==> config.mk <==
export PLATFORM = sky130hd
export DESIGN_NAME = mem_port_arbiter_flat
export DESIGN_NICKNAME = d
export VERILOG_FILES = /design/src/rtl/mem_port_arbiter_if.sv /design/src/rtl/mem_port_arbiter.sv /design/src/flat_wrapper.sv
export SDC_FILE = /design/constraint.sdc
export NUM_CORES = 1
export LEC_CHECK = 0
export CORE_AREA = 5 5 106 108
export DETAILED_ROUTE_END_ITERATION = 8
export DIE_AREA = 0 0 111 113
export DONT_BUFFER_PORTS = 1
export PLACE_DENSITY = 0.39
export REMOVE_ABC_BUFFERS = 1
export SLEW_MARGIN = 20
export SYNTH_ARGS = -nofsm -noshare
export SYNTH_HDL_FRONTEND = slang
export SYNTH_SLANG_ARGS = --single-unit
export TNS_END_PERCENT = 100
==> constraint.sdc <==
create_clock -name clk -period 1.8 [get_ports clk]
set_clock_uncertainty 0.15 [all_clocks]
set_input_delay 0.54 -clock clk [delete_from_list [all_inputs] [get_ports clk]]
set_output_delay 0.54 -clock clk [all_outputs]
set_load 0.02 [all_outputs]
==> src/rtl/mem_port_arbiter_if.sv <==
// Requester and memory-side signals of mem_port_arbiter.
// The l_* members exist only when MPA_LOADER_PORT_EN is defined.
interface mem_port_arbiter_if #(
  parameter int AW = 32,
  parameter int DW = 32
);
  logic          i_req;
  logic [AW-1:0] i_addr;
  logic          i_gnt;
  logic          i_rvalid;
  logic [DW-1:0] i_rdata;

  logic          d_req;
  logic          d_we;
  logic [AW-1:0] d_addr;
  logic [DW-1:0] d_wdata;
  logic          d_gnt;
  logic          d_rvalid;
  logic [DW-1:0] d_rdata;

`ifdef MPA_LOADER_PORT_EN
  logic          l_req;
  logic          l_we;
  logic [AW-1:0] l_addr;
  logic [DW-1:0] l_wdata;
  logic          l_gnt;
  logic          l_rvalid;
  logic [DW-1:0] l_rdata;
`endif

  logic          mem_en;
  logic          mem_we;
  logic [AW-1:0] mem_addr;
  logic [DW-1:0] mem_wdata;
  logic [DW-1:0] mem_rdata;

  // Requesters and the memory macro side
  modport master (
    output i_req, i_addr,
    input  i_gnt, i_rvalid, i_rdata,
    output d_req, d_we, d_addr, d_wdata,
    input  d_gnt, d_rvalid, d_rdata,
`ifdef MPA_LOADER_PORT_EN
    output l_req, l_we, l_addr, l_wdata,
    input  l_gnt, l_rvalid, l_rdata,
`endif
    input  mem_en, mem_we, mem_addr, mem_wdata,
    output mem_rdata
  );

  // Arbiter side
  modport slave (
    input  i_req, i_addr,
    output i_gnt, i_rvalid, i_rdata,
    input  d_req, d_we, d_addr, d_wdata,
    output d_gnt, d_rvalid, d_rdata,
`ifdef MPA_LOADER_PORT_EN
    input  l_req, l_we, l_addr, l_wdata,
    output l_gnt, l_rvalid, l_rdata,
`endif
    output mem_en, mem_we, mem_addr, mem_wdata,
    input  mem_rdata
  );
endinterface

==> src/rtl/mem_port_arbiter.sv <==
// Round-robin I/D arbiter for a single-port synchronous memory, with read-response routing
// and a saturating conflict counter. MPA_LOADER_PORT_EN adds a top-priority loader port.
module mem_port_arbiter #(
  parameter int AW = 32,
  parameter int DW = 32,
  parameter int CW = 16
) (
  input  logic                clk,
  input  logic                rst,
  mem_port_arbiter_if.slave   bus,
  output logic [CW-1:0]       conflict_cnt
);

  typedef enum logic { PORT_I, PORT_D } port_e;

`ifdef MPA_LOADER_PORT_EN
  typedef enum logic [1:0] { OWN_NONE, OWN_I, OWN_D, OWN_L } owner_e;
`else
  typedef enum logic [1:0] { OWN_NONE, OWN_I, OWN_D } owner_e;
`endif

  port_e         last;
  owner_e        owner;
  logic          i_gnt;
  logic          d_gnt;
  logic          l_gnt;
  logic [1:0]    n_req;
  logic [AW-1:0] addr_mux;
  logic [DW-1:0] wdata_mux;
  logic          we_mux;

  // Grants are forced low while reset is asserted, not just registered state.
  always_comb begin
    l_gnt = 1'b0;
    i_gnt = 1'b0;
    d_gnt = 1'b0;
`ifdef MPA_LOADER_PORT_EN
    l_gnt = bus.l_req & rst;
`endif
    if (rst && !l_gnt) begin
      i_gnt = bus.i_req && (!bus.d_req || last == PORT_D);
      d_gnt = bus.d_req && (!bus.i_req || last == PORT_I);
    end
  end

  always_comb begin
    n_req = 2'(bus.i_req) + 2'(bus.d_req);
`ifdef MPA_LOADER_PORT_EN
    n_req = n_req + 2'(bus.l_req);
`endif
  end

  always_comb begin
    addr_mux  = '0;
    wdata_mux = '0;
    we_mux    = 1'b0;
    if (i_gnt) begin
      addr_mux = bus.i_addr;
    end else if (d_gnt) begin
      addr_mux  = bus.d_addr;
      wdata_mux = bus.d_wdata;
      we_mux    = bus.d_we;
    end
`ifdef MPA_LOADER_PORT_EN
    if (l_gnt) begin
      addr_mux  = bus.l_addr;
      wdata_mux = bus.l_wdata;
      we_mux    = bus.l_we;
    end
`endif
  end

  assign bus.i_gnt     = i_gnt;
  assign bus.d_gnt     = d_gnt;
  assign bus.mem_en    = i_gnt | d_gnt | l_gnt;
  assign bus.mem_we    = we_mux;
  assign bus.mem_addr  = addr_mux;
  assign bus.mem_wdata = wdata_mux;

  always_ff @(posedge clk or negedge rst) begin
    if (!rst) begin
      last         <= PORT_D;
      owner        <= OWN_NONE;
      conflict_cnt <= '0;
    end else begin
      // A loader grant leaves the I/D fairness pointer untouched.
      if (i_gnt)      last <= PORT_I;
      else if (d_gnt) last <= PORT_D;

      owner <= OWN_NONE;
      if (i_gnt)                     owner <= OWN_I;
      else if (d_gnt && !bus.d_we)   owner <= OWN_D;
`ifdef MPA_LOADER_PORT_EN
      if (l_gnt) owner <= bus.l_we ? OWN_NONE : OWN_L;
`endif

      if (n_req >= 2'd2 && conflict_cnt != '1)
        conflict_cnt <= conflict_cnt + 1'b1;
    end
  end

  always_comb begin
    bus.i_rvalid = (owner == OWN_I);
    bus.d_rvalid = (owner == OWN_D);
    bus.i_rdata  = bus.i_rvalid ? bus.mem_rdata : '0;
    bus.d_rdata  = bus.d_rvalid ? bus.mem_rdata : '0;
`ifdef MPA_LOADER_PORT_EN
    bus.l_rvalid = (owner == OWN_L);
    bus.l_rdata  = bus.l_rvalid ? bus.mem_rdata : '0;
`endif
  end

endmodule

==> src/flat_wrapper.sv <==
// flat-port wrapper written by rule: the top's interface ports become plain ports
module mem_port_arbiter_flat 
#(
  parameter int AW = 32,
  parameter int DW = 32,
  parameter int CW = 16
)
  (clk, rst, conflict_cnt, bus_i_req, bus_i_addr, bus_i_gnt, bus_i_rvalid, bus_i_rdata, bus_d_req, bus_d_we, bus_d_addr, bus_d_wdata, bus_d_gnt, bus_d_rvalid, bus_d_rdata, bus_mem_en, bus_mem_we, bus_mem_addr, bus_mem_wdata, bus_mem_rdata);
  mem_port_arbiter_if #(.AW(AW), .DW(DW)) bus_i ();
  input  logic clk;
  input  logic rst;
  output logic [CW-1:0] conflict_cnt;
  input wire logic [$bits(bus_i.i_req)-1:0] bus_i_req;
  input wire logic [$bits(bus_i.i_addr)-1:0] bus_i_addr;
  output wire logic [$bits(bus_i.i_gnt)-1:0] bus_i_gnt;
  output wire logic [$bits(bus_i.i_rvalid)-1:0] bus_i_rvalid;
  output wire logic [$bits(bus_i.i_rdata)-1:0] bus_i_rdata;
  input wire logic [$bits(bus_i.d_req)-1:0] bus_d_req;
  input wire logic [$bits(bus_i.d_we)-1:0] bus_d_we;
  input wire logic [$bits(bus_i.d_addr)-1:0] bus_d_addr;
  input wire logic [$bits(bus_i.d_wdata)-1:0] bus_d_wdata;
  output wire logic [$bits(bus_i.d_gnt)-1:0] bus_d_gnt;
  output wire logic [$bits(bus_i.d_rvalid)-1:0] bus_d_rvalid;
  output wire logic [$bits(bus_i.d_rdata)-1:0] bus_d_rdata;
  output wire logic [$bits(bus_i.mem_en)-1:0] bus_mem_en;
  output wire logic [$bits(bus_i.mem_we)-1:0] bus_mem_we;
  output wire logic [$bits(bus_i.mem_addr)-1:0] bus_mem_addr;
  output wire logic [$bits(bus_i.mem_wdata)-1:0] bus_mem_wdata;
  input wire logic [$bits(bus_i.mem_rdata)-1:0] bus_mem_rdata;
  assign bus_i.i_req = bus_i_req;
  assign bus_i.i_addr = bus_i_addr;
  assign bus_i_gnt = bus_i.i_gnt;
  assign bus_i_rvalid = bus_i.i_rvalid;
  assign bus_i_rdata = bus_i.i_rdata;
  assign bus_i.d_req = bus_d_req;
  assign bus_i.d_we = bus_d_we;
  assign bus_i.d_addr = bus_d_addr;
  assign bus_i.d_wdata = bus_d_wdata;
  assign bus_d_gnt = bus_i.d_gnt;
  assign bus_d_rvalid = bus_i.d_rvalid;
  assign bus_d_rdata = bus_i.d_rdata;
  assign bus_mem_en = bus_i.mem_en;
  assign bus_mem_we = bus_i.mem_we;
  assign bus_mem_addr = bus_i.mem_addr;
  assign bus_mem_wdata = bus_i.mem_wdata;
  assign bus_i.mem_rdata = bus_mem_rdata;
  mem_port_arbiter #(.AW(AW), .DW(DW), .CW(CW)) u_core (.clk(clk), .rst(rst), .bus(bus_i), .conflict_cnt(conflict_cnt));
endmodule
==> results.ini, run 1 <==
[clock_tree]
clock_latency_ns=0.25
cts.sinks=19
clockBufferDepth=2
cts_tree=yes
htreeDepth=1
root_buffer=clkbuf_8
clk_pin_slew_ns=0.07
cts_inserted_buffers=3

[power_and_ir_drop]
switchingPower_uw=839
combPwrFrac_pct=58.2
p_int_mw=1.22
p_seq_share_pct=27.0
powerDensity_mw_per_mm2=611
clkPwrFrac_pct=14.7
power_mw=2.06
p_sw_share_pct=40.7
p_leak_nw=1.56
ir_drop_mv=0.270

[sta]
max_freq_mhz=435
slew_viol_final=0
rsz0062_at_grt=yes
tns_ns=-42.94
period_share_pct=128
postLayoutSetupSlackWorst_ns=-0.498
fin_hold_ws_ns=0.194
worst_pin_slew_ns=0.903
hold_viol=0
timing.slew.headroom_pct=39.6
setup_viol=133
fin_crit_ns=2.30

[global_routing]
use_met2_pct=27.7
antenna_found_initial=0
grt_max_degree=34
grt.busiest_layer=met2
grt_pass1_vias=2171
overflow=0
grt_pass1_wl_um=14600
grt_use_total_pct=14.9
grtUsageMet1_pct=14.5
met3_usage_pct=6.84

[yosys]
netlist_area_sq_mm=0.00195
ys_ff_latch=19
synth.distinct_cells=35
syn_area_per_cell_sq_um=8.46
ys_seq_area_share_pct=24.5
ys.warnings.count=0
synthCells=230

[outcome]
violations=negative setup slack
status=finished with violations

[final_layout]
diodes=0
post-route-cell-area_sq_mm=0.00338
drive_above_1_share_pct=73.3
final_core_util_pct=33.3
layoutNonFillerInstCount=421
final_nets=420
syn_to_final_growth_pct=73.6

[critical_path]
worst_ep_arrival_time_ns=1.61
crit_type=reg2out
crit_slowest_cell=dfstp_2
cp-start-kind=register
required_ns=1.11
critPathMaxFanout=17
end_kind=primary output
cp_slowest_stage_delay_ns=0.54
critPathTopFamily=flip-flops
crit_chain=buf_4, a21oi_4, buf_12, buf_6, a22o_2
cp_num_buf_inv=3

[floorplan]
initial_utilization_pct=19.2
chipWidth_um=111
fp.dieArea_sq_mm=0.0125
io_pins=283
dieHeight_um=113
rows=37
core_sq_mm=0.0101

[routing]
wl_per_cell_um=24.7
vias=2019
drt-total-wl_um=10400
detail-route-antenna-nets=0
initialDrtViolationCount=63
drc=0
vias_per_cell=4.80
firstDrtPassIters=4

[worst_hold_path]
hp-class=in2reg

[job]
cap_violations=0

[placed_design]
dpl.hpwl_um=8010
pre_cts_ws_ns=-0.288
gp_congestion=0.866
port_buffers=0
place_area_sq_mm=0.00242
place_inst=389

[cell families (layout without fill, tap and decap cells)]
family	Yosys count	after routing	synth area share (%)
buffers and inverters	20	75	4.57
XOR/XNOR	10	10	4.50
multiplexers	3	3	1.67
AO/OA/AOI/OAI	43	43	19.7
adder cells (fa/ha/maj)	1	1	0.643
flip-flops	19	19	24.5
AND/OR/NAND/NOR	134	134	44.4
[sequential cells by signal, indices dropped and copies added (netlist names)]
signal               count
u_core.owner             2
u_core.last              1
u_core.conflict_cnt     16
[synthesized netlist by cell type]
cell | number | share of area (%)
a21oi_1 | 2 | 0.51
a21oi_2 | 2 | 0.90
a22o_1 | 33 | 15
a41oi_4 | 1 | 1.4
and2_1 | 97 | 31
and3_2 | 1 | 0.39
and4_1 | 3 | 1.4
and4_4 | 1 | 0.58
buf_2 | 8 | 2.1
buf_4 | 1 | 0.39
clkbuf_1 | 9 | 1.7
dfrtp_1 | 18 | 23
dfstp_2 | 1 | 1.4
ha_1 | 1 | 0.64
inv_1 | 2 | 0.39
mux2_1 | 2 | 1.2
mux2i_1 | 1 | 0.51
nand2_1 | 6 | 1.2
nand2b_1 | 1 | 0.32
nand3_1 | 6 | 1.5
nand3_2 | 1 | 0.51
nand4_1 | 3 | 0.96
nand4_2 | 3 | 1.9
nor2_1 | 4 | 0.77
nor2b_1 | 3 | 0.96
nor3_2 | 1 | 0.51
nor3b_2 | 2 | 1.3
nor4_2 | 1 | 0.64
o211ai_1 | 1 | 0.39
o21a_1 | 1 | 0.39
o21bai_1 | 2 | 0.77
o31a_1 | 1 | 0.45
or2_2 | 1 | 0.32
xnor2_1 | 6 | 2.7
xor2_1 | 4 | 1.8
[power by group through the flow]
stage          sequential [mW]  combinational (mW)  clock, mW
5_1_grt                  0.564                1.27      0.346
3_5_place_dp             0.562               0.890          0
2_1_floorplan            0.663               0.476          0
6_report                 0.557                1.20      0.304
4_1_cts                  0.554                1.21      0.320
3_3_place_gp             0.565               0.882          0
[layout by cell type, fill, tap and decap left out, types with 2 or more instances in the layout]
cell and instances:
a21oi_4 2, a22o_1 11, and2_4 97, nand3_1 6
and4_1 2, dfrtp_1 18, buf_12 8, buf_6 25
xor2_1 4, buf_16 4, a22o_2 3, nor2_1 4
buf_8 3, nand4_2 3, a21oi_1 2, nand4_1 3
clkbuf_8 3, mux2_1 2, nor2b_4 2, nand2_1 6
o21bai_1 2, nor3b_2 2, buf_4 26, a22o_4 19
clkbuf_16 2, xnor2_1 6
[path summary, 6_finish.rpt]
| path | startpoint | cells after the start | end | slack, ns |
|---|---|---|---|---|
| max | u_core.last | 5 | bus_mem_addr[18] | -0.50 |
| min | bus_d_we | 1 | u_core.owner[1] | 0.19 |
| max reg2reg | u_core.conflict_cnt[0] | 4 | u_core.conflict_cnt[1] | 0.08 |
| min reg2reg | u_core.conflict_cnt[1] | 2 | u_core.conflict_cnt[1] | 0.46 |
| max in group asynchronous | rst | 1 | u_core.conflict_cnt[10] | 0.24 |
| min in group asynchronous | rst | 1 | u_core.conflict_cnt[4] | 0.71 |
[worst reg2reg max path, stage by stage, from the launching register on]
cell	delay (ns)
dfrtp_1	0.39
ha_1	0.22
and4_4	0.22
a41oi_4	0.28
mux2_1	0.35
[repair_timing]
action                                  4_1_cts  5_1_grt
pin swaps                                     9       35
resized for setup                           262       14
endpoints found under the setup margin      133      137
cloned                                        7        2
hold endpoints to repair                     19        0
hold buffers                                  1        0
setup buffers                                20        9
[area by class of cell]
| type | count | area, sq um |
|---|---|---|
| flip-flops and latches | 19 | 477 |
| repair buffers | 69 | 852 |
| multi-input cells | 191 | 1830 |
| clock buffers | 4 | 45.0 |
| fillers | 1032 | 6760 |
| well taps | 136 | 170 |
| inverters | 2 | 7.51 |
[layer usage]
layer	vias to the layer above	share of wire, %
li1	910	-
met1	932	32
met2	161	52
met3	16	12
met4	0	3.6
met5	-	0
Note: power is estimated with default switching activity, not from simulation.
==> run 2, diff against run 1 <==
GPL_ROUTABILITY_DRIVEN = 0   (was not set)
==> results of run 2 <==
No change in the layout: final DEF, timing and power equal those of run 1.
